==> src/rtl/win_integrator_pkg.sv <==
// win_integrator_pkg: shared FSM state type and width helpers for win_integrator
package win_integrator_pkg;
  typedef enum logic [1:0] {IDLE, SKIP, ACCUM} state_t;
  function automatic int prod_w(input int in_w, input int gain);
    return in_w + $clog2(gain + 1);
  endfunction
  function automatic int cnt_w(input int skip_cycles, input int acc_cycles);
    int m;
    m = skip_cycles > acc_cycles ? skip_cycles : acc_cycles;
    return m > 1 ? $clog2(m) : 1;
  endfunction
endpackage

==> src/rtl/win_integrator_if.sv <==
// win_integrator_if: sample/enable in, window result/status out; master drives en/x, slave is the integrator
interface win_integrator_if #(
  parameter int IN_W  = 4,
  parameter int ACC_W = 13
);
  logic             en;
  logic [IN_W-1:0]  x;
  logic [ACC_W-1:0] y;
  logic             y_valid;
  logic             ovf;
  logic             busy;
  modport master (output en, x, input y, y_valid, ovf, busy);
  modport slave  (input en, x, output y, y_valid, ovf, busy);
endinterface

==> src/rtl/win_seq.sv <==
// win_seq: skip/accumulate window sequencer producing acc_en, dump and abort strobes
module win_seq
  import win_integrator_pkg::*;
#(
  parameter int SKIP_CYCLES = 4,
  parameter int ACC_CYCLES  = 4
) (
  input  logic i_clk,
  input  logic i_rst_n,
  input  logic i_en,
  output logic o_acc_en,
  output logic o_dump,
  output logic o_abort,
  output logic o_busy
);
  localparam int CW = cnt_w(SKIP_CYCLES, ACC_CYCLES);
  localparam logic [CW-1:0] SKIP_LAST = CW'(SKIP_CYCLES - 1);
  localparam logic [CW-1:0] ACC_LAST = CW'(ACC_CYCLES - 1);
  localparam state_t RUN = SKIP_CYCLES == 0 ? ACCUM : SKIP;
  state_t r_state, w_state;
  logic [CW-1:0] r_cnt, w_cnt;
  always_ff @(posedge i_clk)
    if (!i_rst_n) begin
      r_state <= IDLE;
      r_cnt <= '0;
    end else begin
      r_state <= w_state;
      r_cnt <= w_cnt;
    end
  always_comb begin
    w_state = IDLE;
    w_cnt = '0;
    o_acc_en = 1'b0;
    o_dump = 1'b0;
    o_abort = 1'b0;
    case (r_state)
      IDLE: w_state = i_en ? RUN : IDLE;
      SKIP: begin
        o_abort = !i_en;
        w_state = !i_en ? IDLE : r_cnt == SKIP_LAST ? ACCUM : SKIP;
        w_cnt = (!i_en || r_cnt == SKIP_LAST) ? '0 : r_cnt + CW'(1);
      end
      ACCUM: begin
        o_dump = r_cnt == ACC_LAST;
        o_abort = !i_en && !o_dump;
        o_acc_en = i_en && !o_dump;
        w_state = !i_en ? IDLE : o_dump ? RUN : ACCUM;
        w_cnt = (!i_en || o_dump) ? '0 : r_cnt + CW'(1);
      end
      default: w_state = IDLE;
    endcase
  end
  assign o_busy = r_state != IDLE;
endmodule

==> src/rtl/win_integrator.sv <==
// win_integrator: windowed gain-scaled integrate-and-dump; WIN_INTEGRATOR_SAT_EN selects saturating accumulation with ovf
module win_integrator
  import win_integrator_pkg::*;
#(
  parameter int IN_W        = 4,
  parameter int GAIN        = 25,
  parameter int SKIP_CYCLES = 4,
  parameter int ACC_CYCLES  = 4,
  parameter int ACC_W       = 13
) (
  input logic i_clk,
  input logic i_rst_n,
  win_integrator_if.slave bus
);
  localparam int PW = prod_w(IN_W, GAIN);
  logic [PW-1:0] w_p;
  logic [ACC_W-1:0] r_acc, r_y, w_add;
  logic r_valid, r_ovf, r_sat, w_sat;
  logic w_acc_en, w_dump, w_abort, w_busy;
  win_seq #(.SKIP_CYCLES(SKIP_CYCLES), .ACC_CYCLES(ACC_CYCLES)) u_seq (
    .i_clk(i_clk),
    .i_rst_n(i_rst_n),
    .i_en(bus.en),
    .o_acc_en(w_acc_en),
    .o_dump(w_dump),
    .o_abort(w_abort),
    .o_busy(w_busy)
  );
  assign w_p = PW'(GAIN) * PW'(bus.x);
`ifdef WIN_INTEGRATOR_SAT_EN
  logic [ACC_W:0] w_sum;
  assign w_sum = {1'b0, r_acc} + (ACC_W + 1)'(w_p);
  assign w_add = w_sum[ACC_W] ? '1 : w_sum[ACC_W-1:0];
  assign w_sat = w_sum[ACC_W];
`else
  assign w_add = r_acc + ACC_W'(w_p);
  assign w_sat = 1'b0;
`endif
  always_ff @(posedge i_clk)
    if (!i_rst_n) begin
      r_acc <= '0;
      r_y <= '0;
      r_valid <= 1'b0;
      r_ovf <= 1'b0;
      r_sat <= 1'b0;
    end else begin
      r_valid <= w_dump;
      if (w_dump) begin
        r_y <= w_add;
        r_ovf <= r_sat | w_sat;
        r_acc <= '0;
        r_sat <= 1'b0;
      end else if (w_acc_en) begin
        r_acc <= w_add;
        r_sat <= r_sat | w_sat;
      end else if (w_abort) begin
        r_acc <= '0;
        r_sat <= 1'b0;
      end
    end
  assign bus.y = r_y;
  assign bus.y_valid = r_valid;
  assign bus.ovf = r_ovf;
  assign bus.busy = w_busy;
endmodule

==> src/flat_wrapper.sv <==
// flat-port wrapper written by rule: the top's interface ports become plain ports
module win_integrator_flat import win_integrator_pkg::*;
#(
  parameter int IN_W        = 4,
  parameter int GAIN        = 25,
  parameter int SKIP_CYCLES = 4,
  parameter int ACC_CYCLES  = 4,
  parameter int ACC_W       = 13
)
  (i_clk, i_rst_n, bus_en, bus_x, bus_y, bus_y_valid, bus_ovf, bus_busy);
  win_integrator_if #(.IN_W(IN_W), .ACC_W(ACC_W)) bus_i ();
  input logic i_clk;
  input logic i_rst_n;
  input wire logic [$bits(bus_i.en)-1:0] bus_en;
  input wire logic [$bits(bus_i.x)-1:0] bus_x;
  output wire logic [$bits(bus_i.y)-1:0] bus_y;
  output wire logic [$bits(bus_i.y_valid)-1:0] bus_y_valid;
  output wire logic [$bits(bus_i.ovf)-1:0] bus_ovf;
  output wire logic [$bits(bus_i.busy)-1:0] bus_busy;
  assign bus_i.en = bus_en;
  assign bus_i.x = bus_x;
  assign bus_y = bus_i.y;
  assign bus_y_valid = bus_i.y_valid;
  assign bus_ovf = bus_i.ovf;
  assign bus_busy = bus_i.busy;
  win_integrator #(.IN_W(IN_W), .GAIN(GAIN), .SKIP_CYCLES(SKIP_CYCLES), .ACC_CYCLES(ACC_CYCLES), .ACC_W(ACC_W)) u_core (.i_clk(i_clk), .i_rst_n(i_rst_n), .bus(bus_i));
endmodule
==> config.mk <==
export PLATFORM = sky130hd
export DESIGN_NAME = win_integrator_flat
export DESIGN_NICKNAME = d
export VERILOG_FILES = /design/src/rtl/win_integrator_pkg.sv /design/src/rtl/win_integrator_if.sv /design/src/rtl/win_seq.sv /design/src/rtl/win_integrator.sv /design/src/flat_wrapper.sv
export SDC_FILE = /design/constraint.sdc
export NUM_CORES = 1
export LEC_CHECK = 0
export BUFFER_PORTS_ARGS = -buffer_cell sky130_fd_sc_hd__buf_2
export CAP_MARGIN = 20
export CORE_ASPECT_RATIO = 1.4
export CORE_MARGIN = 2
export CORE_UTILIZATION = 38
export CTS_CLUSTER_SIZE = 14
export DETAILED_ROUTE_END_ITERATION = 16
export GPL_TIMING_DRIVEN = 0
export PLACE_DENSITY = 0.65
export SYNTH_ARGS = -nofsm -noshare
export SYNTH_HDL_FRONTEND = slang
export SYNTH_HIERARCHICAL = 1
export SYNTH_SLANG_ARGS = --single-unit
==> constraint.sdc <==
create_clock -name i_clk -period 2.55 [get_ports i_clk]
set_clock_uncertainty 0.1 [all_clocks]
set_input_delay 0.255 -clock i_clk [delete_from_list [all_inputs] [get_ports i_clk]]
set_output_delay 0.255 -clock i_clk [all_outputs]
set_load 0.005 [all_outputs]
==> flow_summary.json, run 1 <==
{
  "maxCapViolCount": 0,
  "ctsRootBufferMaster": "clkbuf_8",
  "grt_first_pass_wirelength_um": 8190,
  "n_antenna_cell": 0,
  "synth-edff-count": 0,
  "n_fill_cell": 531,
  "sequentialPowerShare_pct": 44.0,
  "final-max-slew-violation-count": 0,
  "power.ir.vdd_worst_uv": 359,
  "min_path_type": "in2reg",
  "dpl-instance-area_um2": 2350,
  "cts-buffers-inserted": 5,
  "grt_antenna_before_repair": 0,
  "synth_largest_area_cell": "dfxtp_1",
  "power.switching_fraction_pct": 26.5,
  "critPathMaxFanout": 6,
  "ant_nets": 0,
  "cts_tree": "yes",
  "netlist_top_cells_count": "31 x dfxtp_1, 26 x ha_1, 18 x a21oi_1",
  "critical_path_required_ps": 2670,
  "critical_path.startpoint": "bus_x[2]",
  "finalSetupViolations": 0,
  "fmax_ghz": 0.396,
  "grt-ovfl-total": 0,
  "yosys_warnings": 6,
  "area_delta_synth_final_pct": 26.0,
  "tns_ps": 0,
  "ctsHtreeMaxLevel": 2,
  "switching_power_w": 0.000293,
  "cts.reportedPaths.clkPinSlew_ps": 60,
  "synth_seq_cells": 31,
  "p_per_area_nw_per_um2": 419,
  "drc_errors": 0,
  "drt-total-wl_um": 5160,
  "ctsHoldBuffers": 0,
  "io_pins": 23,
  "setup_slack_ps": 21.6,
  "post_synth_instance_area_um2": 2090,
  "layout_worst_path_cycle_share_pct": 99.2,
  "yosysMostFrequentCell": "dfxtp_1",
  "final_cell_area_um2": 2640,
  "drt_pre_antenna_iters": 4,
  "cp-end-kind": "register",
  "syn_inst": 236,
  "synth.area.top_cells": "dfxtp_1 30%, ha_1 16%, a21oi_1 4.3%, fa_1 3.8%, mux2i_1 2.9%",
  "clock-sinks": 31,
  "r2r-start": "u_core/r_acc[1]$_SDFFE_PP0P_",
  "min-delay-start": "bus_en",
  "status": "finished, final reports clean",
  "globalplace.congestion": 0.824,
  "final_layout_size_suffix_gt1_share_pct": 27.1,
  "p_leak_nw": 1.11,
  "finalNetCount": 309,
  "detailedPlacementHpwl_um": 3630,
  "synth_area_per_cell_um2": 8.88,
  "design_power_total_w": 0.00111,
  "grt_setup_unrepaired": "yes",
  "synth_top_cell_area_share_pct": 29.6,
  "chipHeight_um": 91.8,
  "share_clk_of_total_power_pct": 39.5,
  "detailedRoute.firstIterationViolations": 84,
  "portBuffers": 21,
  "floorplan.die_area_um2": 6130,
  "core.rowCount": 32,
  "tightestPinTransition_ps": 574,
  "start_util_pct": 38.8,
  "core_area_um2": 5410,
  "worst_skew_pair.late_latency_ps": 290,
  "finalCriticalPeriod_ps": 2530,
  "max-slew-margin-rel_pct": 61.7,
  "viasPerCell": 5.48,
  "grt_pass1_vias": 1790,
  "vias": 1869,
  "count_of_distinct_cell_types_in_the_synthesized_netlist": 53,
  "cp_data_arrival_time_ps": 2650,
  "die_width_um": 66.7,
  "comb_power_share_pct": 16.4,
  "gr-usage-all-layers_pct": 17.8,
  "grt_max_degree": 11,
  "postSynthNetCount": 273,
  "clockBufferDepth": 2,
  "internal_power_w": 0.000812,
  "path_class": "in2reg",
  "setup.worst_path.start_class": "primary input",
  "seq_area_frac_synth_pct": 29.6,
  "routedWlPerCell_um": 15.1,
  "async_reset_ff_share_pct": 0,
  "worst_slack_placed_ps": -416,
  "final-hold-violation-count": 0,
  "postSynth.topFlopCell": "dfxtp_1"
}
## per-layer routing
metal | share of wire [%] | track usage, %
met5 | 0 | 0
met2 | 53 | 29.6
met4 | 1.8 | 9.35
met3 | 3.3 | 2.94
met1 | 42 | 21.4
## worst max-delay path: stages
cell and delay (ps):
buf_12 100, inv_12 30, ha_4 240, inv_2 40, ha_4 150, fa_1 440, ha_1 310, buf_6 130
a21oi_4 70, o21ai_4 200, a21oi_2 60, or4b_1 470, a31oi_1 160
## state kept, by name, indices dropped and copies added, names as in the netlist
name                  flops
u_core/bus.y             13
u_core/r_acc             13
u_core/u_seq/r_cnt        2
u_core/u_seq/r_state      2
u_core/bus.y_valid        1
## cell type report
type	instances	area [µm²]	area share [%]
inverter	15	68.8	2.61
multi-input combinational	179	1510	57.3
timing repair buffer	29	186	7.06
sequential	31	621	23.5
clock buffer	8	100	3.79
tap	68	85.1	3.22
buffer	11	65.1	2.47
## power groups by stage
stage	sequential [W]	combinational, W	clock [W]
2_1_floorplan	0.000497	0.000106	0
3_3_place_gp	0.000498	0.000141	0
3_5_place_dp	0.000498	0.000143	0
4_1_cts	0.000486	0.000158	0.000451
5_1_grt	0.000486	0.000202	0.000468
6_report	0.000487	0.000182	0.000437
## placed cells by master (no fill, tap or decap), types with 2 or more instances in the layout
cell type  netlist  layout
o21a_1           2       2
ha_4             0       5
o21ai_2          1       2
a21o_1           3       3
mux2i_1          6       6
o21ai_0          9       8
nor2_1          16      15
a211oi_1         4       2
a31oi_1          4       4
nand2_2          1       2
buf_2            5      23
xnor2_1          3       3
nor3_1           5       5
nor3b_1          7       7
nand4_1          3       3
inv_2            0       2
a21oi_1         18      16
nand3_1          7       7
buf_6            1       3
clkbuf_8         0       7
inv_1           15      12
nor2b_1          4       4
nand2b_1         6       6
and2_1           3       2
dfxtp_1         31      31
nand3b_1         6       6
clkbuf_1         3       4
buf_4            1       9
o2111a_1         2       2
ha_1            26      21
a21oi_4          0       2
a211oi_2         0       2
fa_1             4       3
a21oi_2          2       2
nand2_1         10       9
o211ai_1         5       5
## cell families after synthesis
kind of cell	after synthesis	synth area share (%)
buf+inv	26	5.50
flops	31	29.6
xor+xnor	3	1.25
compound gates	60	19.4
mux	6	2.87
other cells	1	0.179
fa+ha+maj	30	19.4
simple gates	79	21.9
## final timing paths
path	endpoint	slack [ps]	cells past startpoint
max reg2reg	u_core/r_acc[9]$_SDFFE_PP0P_	60	9
min reg2reg	u_core/bus.y[6]$_SDFFE_PN0P_	380	2
min	u_core/u_seq/r_state[1]$_SDFF_PN0_	160	3
max	u_core/r_acc[11]$_SDFFE_PP0P_	20	13
## metrics by stage
step	util (%)	cells	hold slack [ps]
2_1_floorplan	-	236	321
3_3_place_gp	43.6	325	363
3_5_place_dp	43.6	325	367
4_1_cts	46.5	337	151
5_1_grt	48.8	341	172
6_report	48.8	341	156
## timing repair
| action | CTS | global route |
|---|---|---|
| endpoints found under the setup margin | 4 | 12 |
| pin swaps | 6 | 12 |
| setup buffers | 4 | 4 |
| gates resized for setup | 5 | 22 |
Note: power is estimated with default switching activity, not from simulation.
==> run 2: changes to the inputs <==
--- a/config.mk
+++ b/config.mk
@@ -7,13 +7,15 @@
 export LEC_CHECK = 0
 export BUFFER_PORTS_ARGS = -buffer_cell sky130_fd_sc_hd__buf_2
 export CAP_MARGIN = 20
+export CELL_PAD_IN_SITES_DETAIL_PLACEMENT = 0
+export CELL_PAD_IN_SITES_GLOBAL_PLACEMENT = 1
 export CORE_ASPECT_RATIO = 1.4
 export CORE_MARGIN = 2
 export CORE_UTILIZATION = 38
 export CTS_CLUSTER_SIZE = 14
 export DETAILED_ROUTE_END_ITERATION = 16
 export GPL_TIMING_DRIVEN = 0
-export PLACE_DENSITY = 0.65
+export PLACE_DENSITY = 0.79
 export SYNTH_ARGS = -nofsm -noshare
 export SYNTH_HDL_FRONTEND = slang
 export SYNTH_HIERARCHICAL = 1
==> constraint.sdc (replaced) <==
create_clock -name i_clk -period 2.55 [get_ports i_clk]
set_clock_uncertainty 0.1 [all_clocks]
set_input_delay 0.51 -clock i_clk [delete_from_list [all_inputs] [get_ports i_clk]]
set_output_delay 0.51 -clock i_clk [all_outputs]
set_load 0.005 [all_outputs]
==> run 2 against run 1 <==
Against the previous run:
- the run now ends with negative setup slack left
- setup slack worse by 140 ps
- clock power hardly changed
- register-to-register slack better by 40 ps
- hold slack better by 220 ps
- non-clock buffer count is 9 higher
- largest cell class unchanged
==> flow_summary.json, run 2 (same netlist as run 1, synthesis figures left out) <==
{
  "grt_antenna_before_repair": 0,
  "vias": 1914,
  "start_util_pct": 38.8,
  "clock-sinks": 31,
  "drt-total-wl_um": 5340,
  "core_area_um2": 5410,
  "area_delta_synth_final_pct": 36.3,
  "final-max-slew-violation-count": 0,
  "grt_setup_unrepaired": "yes",
  "setup_slack_ps": -119,
  "chipHeight_um": 91.8,
  "fmax_ghz": 0.375,
  "critical_path_required_ps": 2630,
  "critPathMaxFanout": 4,
  "n_antenna_cell": 0,
  "ctsHoldBuffers": 0,
  "tightestPinTransition_ps": 609,
  "globalplace.congestion": 0.817,
  "die_width_um": 66.7,
  "final_layout_size_suffix_gt1_share_pct": 35.8,
  "finalCriticalPeriod_ps": 2670,
  "clockBufferDepth": 2,
  "status": "finished with violations",
  "design_power_total_w": 0.00115,
  "layout_worst_path_cycle_share_pct": 105,
  "p_per_area_nw_per_um2": 401,
  "p_leak_nw": 1.17,
  "detailedPlacementHpwl_um": 3720,
  "setup.worst_path.start_class": "primary input",
  "core.rowCount": 32,
  "cts.reportedPaths.clkPinSlew_ps": 60,
  "routedWlPerCell_um": 15.3,
  "ctsRootBufferMaster": "clkbuf_8",
  "tns_ps": -415,
  "gr-usage-all-layers_pct": 19.1,
  "grt_pass1_vias": 1865,
  "floorplan.die_area_um2": 6130,
  "grt_first_pass_wirelength_um": 8860,
  "drc_errors": 0,
  "mostFrequentLayoutCell": "dfxtp_1",
  "power.ir.vdd_worst_uv": 230,
  "viasPerCell": 5.47,
  "portBuffers": 21,
  "final-hold-violation-count": 0,
  "worst-r2r-setup-slack_ps": 100,
  "grt_max_degree": 11,
  "finalSetupViolations": 7,
  "drt_pre_antenna_iters": 4,
  "io_pins": 23,
  "finalNetCount": 318,
  "cp_data_arrival_time_ps": 2750,
  "grt-ovfl-total": 0,
  "failed_checks": "negative setup slack",
  "most_used_cells_in_the_layout_excluding_fill_and_tap_cells": "31 x dfxtp_1, 22 x buf_2, 17 x ha_1",
  "path_class": "in2reg",
  "cts_tree": "yes",
  "detailedRoute.firstIterationViolations": 66,
  "cp-end-kind": "register",
  "max-slew-margin-rel_pct": 59.4,
  "worst_skew_pair.late_latency_ps": 290,
  "min_path_type": "reg2reg",
  "ctsHtreeMaxLevel": 2,
  "maxCapViolCount": 0,
  "ant_nets": 0,
  "cts-buffers-inserted": 5
}
run 2: cell types whose count changed in the layout (fill, tap and decap cells not counted), moves of 3 or more:
cell | before | now
nand3_2 | 0 | 3
ha_1 | 21 | 17
nand3_1 | 7 | 4
buf_6 | 3 | 8
buf_4 | 9 | 14
a21oi_1 | 16 | 13
ha_4 | 5 | 8
run 2: what timing repair did:
| item | in CTS | in global routing |
|---|---|---|
| pin swaps | 20 | 10 |
| buffers inserted | 14 | 4 |
| resized for setup | 28 | 20 |
| endpoints found under the setup margin | 13 | 14 |
run 2: power by group:
group,internal (W),switching [W]
Sequential,0.000485,0.000000971
Combinational,0.000105,0.000117
Clock,0.000246,0.000191
run 2: worst max-delay path, stage by stage:
cell,delay [ps]
buf_12,100
inv_12,30
ha_4,250
inv_4,30
ha_4,150
fa_2,550
ha_4,220
a21oi_4,210
o21ai_4,90
buf_6,130
o2111a_1,220
a311o_1,260
run 2: final timing paths:
check / endpoint / cells past startpoint / from
setup / recovery: u_core/r_acc[10]$_SDFFE_PP0P_ / 12 / bus_x[2]
hold / removal: u_core/bus.y[10]$_SDFFE_PN0P_ / 1 / u_core/bus.y[10]$_SDFFE_PN0P_
setup reg to reg: u_core/r_acc[10]$_SDFFE_PP0P_ / 10 / u_core/r_acc[5]$_SDFFE_PP0P_
hold reg to reg: u_core/bus.y[10]$_SDFFE_PN0P_ / 1 / u_core/bus.y[10]$_SDFFE_PN0P_
run 2: through the flow:
stage | cell area, µm² | hold slack [ps] | worst slack, ps | std cells | utilization, %
3_3_place_gp | 2400 | 363 | -662 | 325 | 44.4
5_1_grt | 2850 | 391 | -205 | 350 | 52.8
2_1_floorplan | 2210 | 366 | -297 | 236 | -
4_1_cts | 2740 | 381 | -173 | 347 | 50.8
6_report | 2850 | 373 | -119 | 350 | 52.8
3_5_place_dp | 2400 | 367 | -717 | 325 | 44.4
run 2: cell type report:
type,instances,area [µm²]
Clock buffer,8,100
Multi-Input combinational cell,179,1640
Buffer,10,53.8
Sequential cell,31,621
Timing Repair Buffer,39,287
Tap cell,68,85.1
Fill cell,521,2550
Inverter,15,71.3
run 2: metal layers:
metal  GRT usage (%)  share of wire (%)
met5               0                  0
met4            8.33                2.2
met3            2.58                2.6
met2            33.3                 51
met1            22.9                 44
==> run 3: changes to the inputs <==
--- a/config.mk
+++ b/config.mk
@@ -5,6 +5,7 @@
 export SDC_FILE = /design/constraint.sdc
 export NUM_CORES = 1
 export LEC_CHECK = 0
+export ABC_AREA = 1
 export BUFFER_PORTS_ARGS = -buffer_cell sky130_fd_sc_hd__buf_2
 export CAP_MARGIN = 20
 export CELL_PAD_IN_SITES_DETAIL_PLACEMENT = 0
@@ -15,7 +16,7 @@
 export CTS_CLUSTER_SIZE = 14
 export DETAILED_ROUTE_END_ITERATION = 16
 export GPL_TIMING_DRIVEN = 0
-export PLACE_DENSITY = 0.79
+export PLACE_DENSITY = 0.83
 export SYNTH_ARGS = -nofsm -noshare
 export SYNTH_HDL_FRONTEND = slang
 export SYNTH_HIERARCHICAL = 1
==> run 3 against run 2 <==
Against the previous run:
- the flow now finishes without violations
- synthesized cell count rose by 14%
- sequential power barely moved
- combinational power fell by 18%
- first-iteration DRC count fell by 39%
- critical path type unchanged
- critical endpoint is now u_core/r_acc[8]$_SDFFE_PP0P_
- largest cell class unchanged
- highest routed layer unchanged
==> flow_summary.json, run 3 <==
{
  "syn_inst": 268,
  "status": "finished, final reports clean",
  "p_leak_nw": 1.18,
  "largest_stage_delay_on_the_critical_path_ps": 490,
  "hold_ws_ps": 328,
  "io_pins": 23,
  "die_width_um": 64.4,
  "yosys_warnings": 6,
  "vias": 1702,
  "gr-usage-all-layers_pct": 17.2,
  "seq_area_frac_synth_pct": 32.0,
  "place_inst": 353,
  "critPathMaxFanout": 5,
  "reg2reg_depth": 10,
  "post_synth_instance_area_um2": 1940,
  "critical_path.startpoint": "bus_x[2]",
  "grt_max_degree": 12,
  "cts-buffers-inserted": 5,
  "min_path_type": "reg2reg",
  "final-max-slew-violation-count": 0,
  "viasPerCell": 4.70,
  "cp_data_arrival_time_ps": 2600,
  "final_layout_size_suffix_gt1_share_pct": 19.5,
  "slowest_stage": "fa_1",
  "clock-sinks": 31,
  "start_util_pct": 39.8,
  "synth_top_cell_area_share_pct": 32.0,
  "power.ir.vdd_worst_uv": 355,
  "async_reset_ff_share_pct": 0,
  "final_cell_count_no_fill": 362,
  "layout_worst_path_cycle_share_pct": 97.6,
  "setup.worst_path.start_class": "primary input",
  "postSynthNetCount": 305,
  "area_delta_synth_final_pct": 22.6,
  "drc_errors": 0,
  "p_per_area_nw_per_um2": 444,
  "fmax_ghz": 0.402,
  "most_used_cells_in_the_layout_excluding_fill_and_tap_cells": "85 x nand2_1, 32 x inv_1, 31 x dfxtp_1",
  "netlist_top_cells_count": "91 x nand2_1, 35 x inv_1, 31 x dfxtp_1",
  "drt-total-wl_um": 4390,
  "synth-edff-count": 0,
  "max-slew-margin-rel_pct": 63.0,
  "cts_tree": "yes",
  "synth_area_per_cell_um2": 7.25,
  "count_of_distinct_cell_types_in_the_synthesized_netlist": 22,
  "grt_pass1_vias": 1700,
  "maxCapViolCount": 0,
  "detailedPlacementHpwl_um": 3480,
  "mostFrequentLayoutCell": "nand2_1",
  "worst-r2r-setup-slack_ps": 290,
  "tightestPinTransition_ps": 555,
  "critical_path_required_ps": 2660,
  "chipHeight_um": 88.6,
  "grt_setup_unrepaired": "yes",
  "ctsHtreeMaxLevel": 2,
  "portBuffers": 21,
  "drt_pre_antenna_iters": 4,
  "worst_skew_pair.late_latency_ps": 280,
  "synth.area.top_cells": "dfxtp_1 32%, nand2_1 18%, ha_1 17%, inv_1 6.8%, nand3_1 5.7%",
  "design_power_total_w": 0.00106,
  "synth_largest_area_cell": "dfxtp_1",
  "grt-ovfl-total": 0,
  "path_class": "in2reg",
  "critPathCapture": "u_core/r_acc[8]$_SDFFE_PP0P_",
  "synth_seq_cells": 31,
  "yosysMostFrequentCell": "nand2_1",
  "ctsRootBufferMaster": "clkbuf_8",
  "finalCriticalPeriod_ps": 2490,
  "core.rowCount": 30,
  "cp-end-kind": "register",
  "finalSetupViolations": 0,
  "grt_antenna_before_repair": 0,
  "ctsHoldBuffers": 0,
  "clockBufferDepth": 2,
  "routedWlPerCell_um": 12.1,
  "floorplan.die_area_um2": 5710,
  "min-delay-start": "u_core/u_seq/r_cnt[0]$_SDFF_PP0_",
  "postSynth.topFlopCell": "dfxtp_1",
  "detailedRoute.firstIterationViolations": 40,
  "ant_nets": 0,
  "final-hold-violation-count": 0,
  "core_area_um2": 4880,
  "globalplace.congestion": 0.813,
  "grt_first_pass_wirelength_um": 7510,
  "critical_path_cell_list": "buf_8 -> inv_4 -> ha_4 -> inv_2 -> ha_4 -> fa_1 -> ha_4 -> nand2_2 -> nand2_2 -> inv_1 -> nand2_1 -> inv_1 -> nand2_2 -> xor2_2 -> nand2_1 -> a21oi_1",
  "finalNetCount": 334,
  "n_antenna_cell": 0,
  "cts.reportedPaths.clkPinSlew_ps": 70,
  "r2r-start": "u_core/r_acc[1]$_SDFFE_PP0P_",
  "r2r-end": "u_core/r_acc[7]$_SDFFE_PP0P_"
}
==> run 3: area by class of cell <==
cell class	count	area (µm²)
clock buffers	5	68.8
multi-input cells	196	1300
well taps	64	80.1
fillers	499	2500
repair buffers	22	129
flip-flops and latches	31	621
clock inverters	3	20.0
plain buffers	6	30.0
inverters	35	134
==> run 3: worst max-delay path: cells and delay by family <==
kind	cells	cell delay, ps
adders and majority gates	4	1210
and+or+nand+nor	5	340
AOI/OAI and AO/OA	1	130
buffers and inverters	5	240
xor gates and xnor gates	1	160
==> run 3: worst min path at each step <==
stage | cells after the start | end
CTS | 1 | u_core/u_seq/r_cnt[0]$_SDFF_PP0_
detailed placement | 1 | u_core/u_seq/r_cnt[0]$_SDFF_PP0_
global route | 1 | u_core/u_seq/r_cnt[0]$_SDFF_PP0_
finish | 1 | u_core/u_seq/r_cnt[0]$_SDFF_PP0_
floorplan | 1 | u_core/u_seq/r_cnt[0]$_SDFF_PP0_
global placement | 1 | u_core/u_seq/r_cnt[0]$_SDFF_PP0_
==> run 3: cells by family (layout without fill, tap and decap cells) <==
| group | after synthesis | count (layout) | synth area share [%] |
|---|---|---|---|
| fa+ha+maj | 30 | 30 | 20.9 |
| other cells | 1 | 1 | 0.193 |
| xor+xnor | 5 | 5 | 2.26 |
| simple gates | 137 | 137 | 29.3 |
| buf+inv | 41 | 71 | 8.31 |
| compound gates | 23 | 23 | 7.09 |
| flops | 31 | 31 | 32.0 |
==> run 3: what timing repair did <==
action | in CTS | in global routing
gates resized for setup | 2 | 19
endpoints found under the setup margin | 2 | 14
setup buffers | 0 | 1
pin swaps | 4 | 7
gates cloned | 0 | 0
==> run 3: routing by layer <==
layer | vias up | routed length [µm] | track usage (%)
met5 | - | 0 | 0
met4 | 0 | 46 | 5.80
met3 | 4 | 91 | 2.67
met2 | 20 | 2440 | 34.3
met1 | 773 | 1810 | 18.2
li1 | 905 | - | -
==> run 3: stage by stage <==
step | utilization (%) | setup TNS [ps] | area, µm² | worst slack [ps]
floorplan | - | -12.6 | 2000 | -12.6
global placement | 44.8 | -3730 | 2190 | -369
detailed placement | 44.8 | -3940 | 2190 | -386
CTS | 46.8 | 0 | 2280 | 1.02
global route | 48.8 | -37.5 | 2380 | -21.5
finish | 48.8 | 0 | 2380 | 61.1
==> run 3: report_power, final <==
part	switching, W	leakage, nW	internal [W]
clock network	0.000200	0.0402	0.000190
registers	0.000000975	0.250	0.000485
logic	0.000105	0.889	0.0000777
